**config.mk**
```make
export PLATFORM = sky130hd
export DESIGN_NAME = serial_addsub
export DESIGN_NICKNAME = d
export VERILOG_FILES = /design/src/rtl/serial_addsub_pkg.sv /design/src/rtl/serial_addsub_cell.sv /design/src/rtl/serial_addsub.sv
export SDC_FILE = /design/constraint.sdc
export NUM_CORES = 1
export LEC_CHECK = 0
export BUFFER_PORTS_ARGS = -buffer_cell sky130_fd_sc_hd__buf_2
export CORE_MARGIN = 2
export CORE_UTILIZATION = 50
export CTS_BUF_LIST = sky130_fd_sc_hd__clkbuf_8
export DETAILED_ROUTE_END_ITERATION = 6
export GPL_TIMING_DRIVEN = 0
export HOLD_SLACK_MARGIN = 0.12
export PLACE_DENSITY = 0.79
export RECOVER_POWER = 50
export SLEW_MARGIN = 15
export SYNTH_ARGS = -nofsm -noshare
export SYNTH_HDL_FRONTEND = slang
export SYNTH_SLANG_ARGS = --single-unit
```
**constraint.sdc**
```tcl
create_clock -name clk -period 1.8 [get_ports clk]
set_input_delay 0.18 -clock clk [delete_from_list [all_inputs] [get_ports clk]]
set_output_delay 0.18 -clock clk [all_outputs]
set_load 0.02 [all_outputs]
```
**src/rtl/serial_addsub_pkg.sv**
```systemverilog
// Shared types and sizing helpers for the multi-cycle serial adder/subtractor.
// No logic; elaboration-time only.
package serial_addsub_pkg;

    typedef enum logic [1:0] {
        IDLE = 2'd0,
        RUN  = 2'd1,
        DONE = 2'd2
    } state_t;

    function automatic int calc_steps(input int width, input int bpc);
        return width / bpc;
    endfunction

    // A single-step configuration still needs a 1-bit counter.
    function automatic int cnt_width(input int steps);
        return (steps > 1) ? $clog2(steps) : 1;
    endfunction

endpackage

```
**src/rtl/serial_addsub_cell.sv**
```systemverilog
// One-bit full adder, chained to form the per-cycle ripple slice.
// Purely combinational, zero latency, no backpressure.
module full_adder_cell (
    input  logic a,
    input  logic b,
    input  logic cin,
    output logic sum,
    output logic carry
);

    assign sum   = a ^ b ^ cin;
    assign carry = (a & b) | (cin & (a ^ b));

endmodule

```
**src/rtl/serial_addsub.sv**
```systemverilog
// Serial add/sub, BITS_PER_CYCLE bits per clock; result and done WIDTH/BITS_PER_CYCLE+1 cycles after start.
// start is only taken in IDLE or DONE; requests during RUN are dropped, never queued.
module serial_addsub
    import serial_addsub_pkg::*;
#(
    parameter int WIDTH          = 8,
    parameter int BITS_PER_CYCLE = 1
) (
    input  logic             clk,
    input  logic             rst_n,
    input  logic             start,
    input  logic [WIDTH-1:0] a,
    input  logic [WIDTH-1:0] b,
    input  logic             cin,
    input  logic             sub,
    output logic             busy,
    output logic             done,
    output logic [WIDTH-1:0] sum,
    output logic             cout,
    output logic             ovf
);

    localparam int BPC   = BITS_PER_CYCLE;
    localparam int STEPS = calc_steps(WIDTH, BPC);
    localparam int CW    = cnt_width(STEPS);
    localparam logic [CW-1:0] LAST = CW'(STEPS - 1);

    if (WIDTH < 2 || BPC < 1 || (WIDTH % BPC) != 0) begin : g_bad_params
        $error("serial_addsub: WIDTH must be >= 2 and a multiple of BITS_PER_CYCLE");
    end

    state_t           state_q, state_d;
    logic [WIDTH-1:0] opa_q, opb_q, part_q;
    logic [CW-1:0]    cnt_q;
    logic             carry_q;
    logic [WIDTH-1:0] sum_q;
    logic             cout_q, ovf_q;

    logic [BPC:0]         c;
    logic [BPC-1:0]       s;
    logic [WIDTH+BPC-1:0] shift_cat;
    logic [WIDTH-1:0]     part_next;
    logic                 accept, last;

    assign c[0] = carry_q;

    for (genvar i = 0; i < BPC; i++) begin : g_chain
        full_adder_cell u_cell (
            .a     (opa_q[i]),
            .b     (opb_q[i]),
            .cin   (c[i]),
            .sum   (s[i]),
            .carry (c[i+1])
        );
    end

    // New sum bits enter at the MSB end; after STEPS shifts bit 0 lands at the LSB.
    assign shift_cat = {s, part_q};
    assign part_next = shift_cat[WIDTH+BPC-1:BPC];

    assign accept = start && (state_q == IDLE || state_q == DONE);
    assign last   = (cnt_q == LAST);

    always_ff @(posedge clk) begin
        if (!rst_n) begin
            state_q <= IDLE;
        end else begin
            state_q <= state_d;
        end
    end

    always_comb begin
        state_d = state_q;
        case (state_q)
            IDLE:    if (start) state_d = RUN;
            RUN:     if (last)  state_d = DONE;
            DONE:    state_d = start ? RUN : IDLE;
            default: state_d = IDLE;
        endcase
    end

    always_comb begin
        busy = (state_q == RUN);
        done = (state_q == DONE);
    end

    always_ff @(posedge clk) begin
        if (!rst_n) begin
            opa_q   <= '0;
            opb_q   <= '0;
            part_q  <= '0;
            cnt_q   <= '0;
            carry_q <= 1'b0;
            sum_q   <= '0;
            cout_q  <= 1'b0;
            ovf_q   <= 1'b0;
        end else if (accept) begin
            opa_q   <= a;
            opb_q   <= sub ? ~b : b;
            carry_q <= sub ? 1'b1 : cin;
            cnt_q   <= '0;
        end else if (state_q == RUN) begin
            opa_q   <= opa_q >> BPC;
            opb_q   <= opb_q >> BPC;
            part_q  <= part_next;
            carry_q <= c[BPC];
            cnt_q   <= cnt_q + CW'(1);
            if (last) begin
                // c[BPC-1] is the carry into the MSB cell on the final slice.
                sum_q  <= part_next;
                cout_q <= c[BPC];
                ovf_q  <= c[BPC-1] ^ c[BPC];
            end
        end
    end

    assign sum  = sum_q;
    assign cout = cout_q;
    assign ovf  = ovf_q;

endmodule

```
==> results.cfg, run 1 <==
[clock_tree]
clock_tree.buffer_depth = 2
cts_tree = done
postCtsResizedCells = 0
worst_skew_pair.late_latency_ps = 300
post_cts.repair.setup_buffers = 0
cts_hold_buffers = 1
h-tree-depth = 2
cts_num_sinks = 39
cts_buffers = 5
clk_pin_slew_worst_paths_ps = 70
cts-root-buf = clkbuf_8

[worst_setup_path]
critical_path.n_buffers_inverters = 4
launching_point_of_the_worst_reg2reg_path = state_q[0]$_SDFFE_PN0P_
crit_chain = nand2b_1 > buf_6 > inv_6 > buf_6 > buf_2
critical-path-top-delay-family = buffers and inverters
criticalPathCategory = reg2out
required_ps = 1620
crit_path_start_kind = flip-flop
cp.arrival_ps = 1330
critical_path.endpoint_type = primary output
ff2ff_path_depth = 4
critPathMostFrequentCell = buf_6
endpoint_of_the_lowest_slack_register_to_register_path = opb_q[5]$_SDFFE_PN0P_
timing.critical_path.slowest_stage_cell = dfxtp_1
max_stage_delay_ps = 400
setup.reg_to_reg.worst_slack_ps = 370
timing.critical_path.fanout_max = 10

[synth]
synth-warning-count = 0
post_synthesis_cell_count = 189
synth.cell_area_mm2 = 0.00160
synth.net_count = 213
syn-mean-instance-area_um2 = 8.49
synth-seq-cells = 39
ys_seq_area_frac = 0.487
synth.distinct_cells = 26

[detailed_routing]
wl_per_cell_um = 12.4
detail_route.iter0.violations = 56
vias_per_cell = 5.16
antenna_violating_nets_post_route = 0
post-route-drc-count = 0
dr_total_vias = 1410
drt_first_pass_iters = 4
final_wl_um = 3390

[timing]
worst_slew_margin_relative_to_its_limit = 0.661
post-route-period-util = 0.838
fmaxAchievable_mhz = 663
finClkSkew_ps = 4.48
worst_slack_ps = 292
final_period_minus_worst_setup_slack_ps = 1510
hold-worst-slack_ps = 171
final-setup-viol-count = 0
drv_slew = 0
setup-tns-final_ps = 0
unrepaired_setup_endpoints_after_global_routing = false
timing.final.hold_violations = 0
timing_worst_slew_pin_value_ps = 508

[floorplanning]
design.portCount = 33
row_count = 20
dieWidth_um = 60.6
die_height_um = 60.6
floorplan.die_area_mm2 = 0.00368
floorplan.initialDensity = 0.525
core_box_area_mm2 = 0.00305

[pwr]
peakVddDrop_uv = 514
power-per-cell-area_mw_per_mm2 = 939
power.static_leakage_nw = 0.725
total_power_w = 0.00179

[finish]
antenna_cells = 0
post_route_cells_drive_above_1_share = 0.153
area_growth_synth_to_finish_pct = 18.7
nets = 252

[global_routing]
grt_antenna_before_repair = 0
globalRoute.totalOverflow = 0
grt_first_pass_wirelength_um = 5430
grt_max_degree = 12
grt_overall_usage = 0.205
grt_pass1_vias = 1192

[status]
result_of_the_run = finished clean

[placement]
detailed_place_hpwl_um = 2300
io_buffer_count = 31
gp_congestion = 0.791
placement.setup.worst_slack_ps = 403

[run]
maxCapViolations = 0

[worst_hold_path]
hp-class = in2reg
hold_depth = 3
startpoint_of_the_lowest_slack_hold_path = a[1]
endpoint_with_the_worst_hold_slack = opa_q[1]$_SDFFE_PN0P_
[cell families after synthesis]
group | Yosys count | share of synthesized area
AO/OA/AOI/OAI | 46 | 0.162
XOR/XNOR | 10 | 0.0546
adder cells (fa/ha/maj) | 3 | 0.0281
buffers and inverters | 15 | 0.0632
flip-flops | 39 | 0.487
AND/OR/NAND/NOR | 76 | 0.205
[layout make-up]
type                    instances  area [µm²]
plain buffers                  13        82.6
flip-flops and latches         39         781
clock buffers                   7        96.3
fillers                       299        1150
clock inverters                 1        3.75
multi-input cells             135         722
well taps                      44        55.1
inverters                       2        12.5
repair buffers                 32         151
[report_power, final]
group / switching (W) / internal (W) / total [W]
Sequential: 0.0000243 / 0.000904 / 0.000928
Clock: 0.000293 / 0.000344 / 0.000637
Combinational: 0.000128 / 0.0000947 / 0.000222
Total: 0.000445 / 0.00134 / 0.00179
[cells in the final DEF (no fill, tap or decap), drive strengths merged]
cell type and n:
a211oi 1, nor2b 2, a22oi 5, nand3b 1
nand3 8, ha 2, buf 27, a21oi 25
o21ai 4, o22ai 6, nand2 46, dfxtp 39
dlygate4sd3 1, nor3 12, a31oi 4, nor2 4
fa 1, nand2b 2, o21a 1, inv 3
and3b 1, clkbuf 24, xor2 8, xnor2 2
[metal layers]
metal | vias up | global-route usage | part of all wire
met5 | - | 0 | 0
met4 | 0 | 0.0932 | 0.023
met3 | 7 | 0.0640 | 0.067
met2 | 44 | 0.306 | 0.46
met1 | 640 | 0.272 | 0.45
li1 | 719 | - | -
[Yosys cell counts]
library cell	n	area [µm²]
nand3_1	8	40.0
buf_6	4	45.0
o22ai_1	6	37.5
inv_6	1	8.76
nor2_1	4	15.0
inv_1	1	3.75
ha_1	2	25.0
o21ai_0	4	20.0
nand3b_1	1	7.51
nand2b_1	2	12.5
clkbuf_1	3	11.3
xnor2_1	2	17.5
a22oi_1	5	37.5
a21oi_1	25	125
dfxtp_1	39	781
fa_1	1	20.0
a211oi_1	1	7.51
o21a_1	1	7.51
nor2b_1	2	12.5
xor2_1	8	70.1
a31oi_1	4	25.0
nor3_1	12	60.1
buf_4	1	7.51
and3b_1	1	8.76
nand2_1	46	173
buf_2	5	25.0
[state kept, by name, summed over array words and instances, names as in the netlist]
register	flops
cout	1
state_q	2
sum	8
carry_q	1
opb_q	8
cnt_q	3
part_q	7
ovf	1
opa_q	8
[worst reg2reg max path: stages (launching register included)]
cell	delay (ps)
dfxtp_1	400
nand2b_1	210
clkbuf_1	400
o22ai_1	160
nor3_1	180
[worst max path at each step]
stage	slack, ps	startpoint	to	cells past startpoint
2_1_floorplan	540	cnt_q[0]$_SDFFE_PP0P_	ovf$_SDFFE_PN0P_	5
3_3_place_gp	400	cnt_q[0]$_SDFFE_PP0P_	sum[2]$_SDFFE_PN0P_	5
3_5_place_dp	400	cnt_q[0]$_SDFFE_PP0P_	sum[4]$_SDFFE_PN0P_	5
4_1_cts	290	state_q[0]$_SDFFE_PN0P_	busy	5
5_1_grt	190	state_q[0]$_SDFFE_PN0P_	opb_q[2]$_SDFFE_PN0P_	4
6_report	290	state_q[0]$_SDFFE_PN0P_	busy	5
[metrics by stage]
stage	cell area, µm²	util	std cells
6_report	1900	0.624	273
5_1_grt	1900	0.624	273
4_1_cts	1920	0.630	273
3_5_place_dp	1810	0.594	264
3_3_place_gp	1810	0.594	264
2_1_floorplan	1600	-	189
No activity file was read; power rests on OpenSTA's default activity.
==> run 2, diff against run 1 <==
PLACE_DENSITY = 0.82   (was 0.79)
clock period = 1.3 ns   (was 1.8 ns; I/O delays follow)
==> results.cfg, run 2 (synthesis results as in run 1) <==
[floorplanning]
floorplan.initialDensity = 0.525
floorplan.die_area_mm2 = 0.00368
die_height_um = 60.6
dieWidth_um = 60.6
core_box_area_mm2 = 0.00305
design.portCount = 33
row_count = 20

[placement]
placement.setup.worst_slack_ps = -114
gp_congestion = 0.775
io_buffer_count = 31
detailed_place_hpwl_um = 2370

[global_routing]
globalRoute.totalOverflow = 0
grt_overall_usage = 0.212
grt_pass1_vias = 1204
grt_first_pass_wirelength_um = 5630
grt_antenna_before_repair = 0
grt_max_degree = 12

[detailed_routing]
wl_per_cell_um = 13.5
dr_total_vias = 1471
detail_route.iter0.violations = 101
vias_per_cell = 5.25
antenna_violating_nets_post_route = 0
post-route-drc-count = 0
drt_first_pass_iters = 4
final_wl_um = 3790

[timing]
timing_worst_slew_pin_value_ps = 580
fmaxAchievable_mhz = 764
unrepaired_setup_endpoints_after_global_routing = true
setup-tns-final_ps = -8.98
finClkSkew_ps = 3.18
final_period_minus_worst_setup_slack_ps = 1310
drv_slew = 0
worst_slack_ps = -8.98
post-route-period-util = 1.01
final-setup-viol-count = 1
worst_slew_margin_relative_to_its_limit = 0.613
timing.final.hold_violations = 0

[pwr]
power.share.sequential = 0.514
power.clock.fraction = 0.349
internal_power_w = 0.00188
power.static_leakage_nw = 0.788
power.switching_fraction = 0.251
total_power_w = 0.00251
comb_power_share = 0.136
power-per-cell-area_mw_per_mm2 = 1230
netSwitchingPower_w = 0.000630
peakVddDrop_uv = 836

[clock_tree]
cts_buffers = 5
cts-root-buf = clkbuf_8
clock_tree.buffer_depth = 2
worst_skew_pair.late_latency_ps = 290
cts_num_sinks = 39
cts_tree = done
clk_pin_slew_worst_paths_ps = 70
h-tree-depth = 2

[status]
failed_checks = negative setup slack
result_of_the_run = finished, violations left

[finish]
area_growth_synth_to_finish_pct = 27.3
most-common-layout-cells = nand2_1 (41), dfxtp_1 (36), a21oi_1 (23)
filler_instances = 267
antenna_cells = 0
mostFrequentLayoutCell = nand2_1
post_route_cells_drive_above_1_share = 0.263
regArea_um2 = 785
nets = 259
multi_input_comb_area_um2 = 788

[worst_setup_path]
cp.arrival_ps = 1530
critical_path.endpoint_type = flip-flop
crit_path_start_kind = flip-flop
criticalPathCategory = reg2reg
required_ps = 1520
timing.critical_path.fanout_max = 10

[worst_hold_path]
hp-class = in2reg

[run]
maxCapViolations = 0
==> run 2: changes by cell type in the layout (fill, tap and decap cells not counted), sizes merged <==
| cell | before | now |
|---|---|---|
| clkbuf | 24 | 25 |
| buf | 27 | 33 |
==> run 2: worst paths after layout <==
path / startpoint / end / slack [ps] / depth (start not counted)
max: cnt_q[0]$_SDFFE_PP0P_ / sum[3]$_SDFFE_PN0P_ / -9 / 6
max reg2reg: cnt_q[0]$_SDFFE_PP0P_ / sum[3]$_SDFFE_PN0P_ / -9 / 6
min reg2reg: sum[2]$_SDFFE_PN0P_ / sum[2]$_SDFFE_PN0P_ / 450 / 2
min: rst_n / opa_q[6]$_SDFFE_PN0P_ / 140 / 3
==> run 2: metal layers <==
metal | vias to the layer above | GRT usage | part of all wire
li1 | 734 | - | -
met1 | 696 | 0.278 | 0.48
met2 | 33 | 0.323 | 0.46
met3 | 8 | 0.0618 | 0.033
met4 | 0 | 0.102 | 0.025
met5 | - | 0 | 0
==> run 2: metrics by stage <==
| stage | hold WS (ps) | util | std cells | cell area [µm²] |
|---|---|---|---|---|
| 5_1_grt | 138 | 0.669 | 280 | 2040 |
| 4_1_cts | 139 | 0.658 | 278 | 2010 |
| 2_1_floorplan | 266 | - | 189 | 1600 |
| 6_report | 140 | 0.669 | 280 | 2040 |
| 3_3_place_gp | 374 | 0.594 | 264 | 1810 |
| 3_5_place_dp | 379 | 0.594 | 264 | 1810 |
==> run 2: repair_timing <==
item | 4_1_cts | 5_1_grt
setup buffers | 5 | 2
pin swaps | 2 | 4
cloned | 1 | 0
endpoints found under the setup margin | 11 | 18
hold buffers | 1 | 0
endpoints found under the hold margin | 1 | 0
resized for setup | 15 | 11
==> run 2: power groups by stage <==
stage / combinational, W / sequential (W) / clock [W]
after floorplan: 0.000222 / 0.00130 / 0
after global placement: 0.000304 / 0.00131 / 0
after detailed placement: 0.000310 / 0.00131 / 0
after CTS: 0.000325 / 0.00129 / 0.000882
after global routing: 0.000374 / 0.00130 / 0.000942
final: 0.000342 / 0.00129 / 0.000877
==> run 2: final cells by class <==
| type | count | area share |
|---|---|---|
| Clock inverter | 1 | 0.00184 |
| Tap cell | 44 | 0.0270 |
| Multi-Input combinational cell | 135 | 0.386 |
| Timing Repair Buffer | 40 | 0.105 |
| Inverter | 2 | 0.00735 |
| Clock buffer | 7 | 0.0472 |
| Sequential cell | 39 | 0.384 |
| Buffer | 12 | 0.0411 |
==> run 2: worst max-delay path, stage by stage, from the launching register on <==
cell and delay, ps:
dfxtp_2 340, ha_4 160, ha_4 160, nand3b_1 70, clkbuf_2 230, nand2_1 130
a21oi_2 150
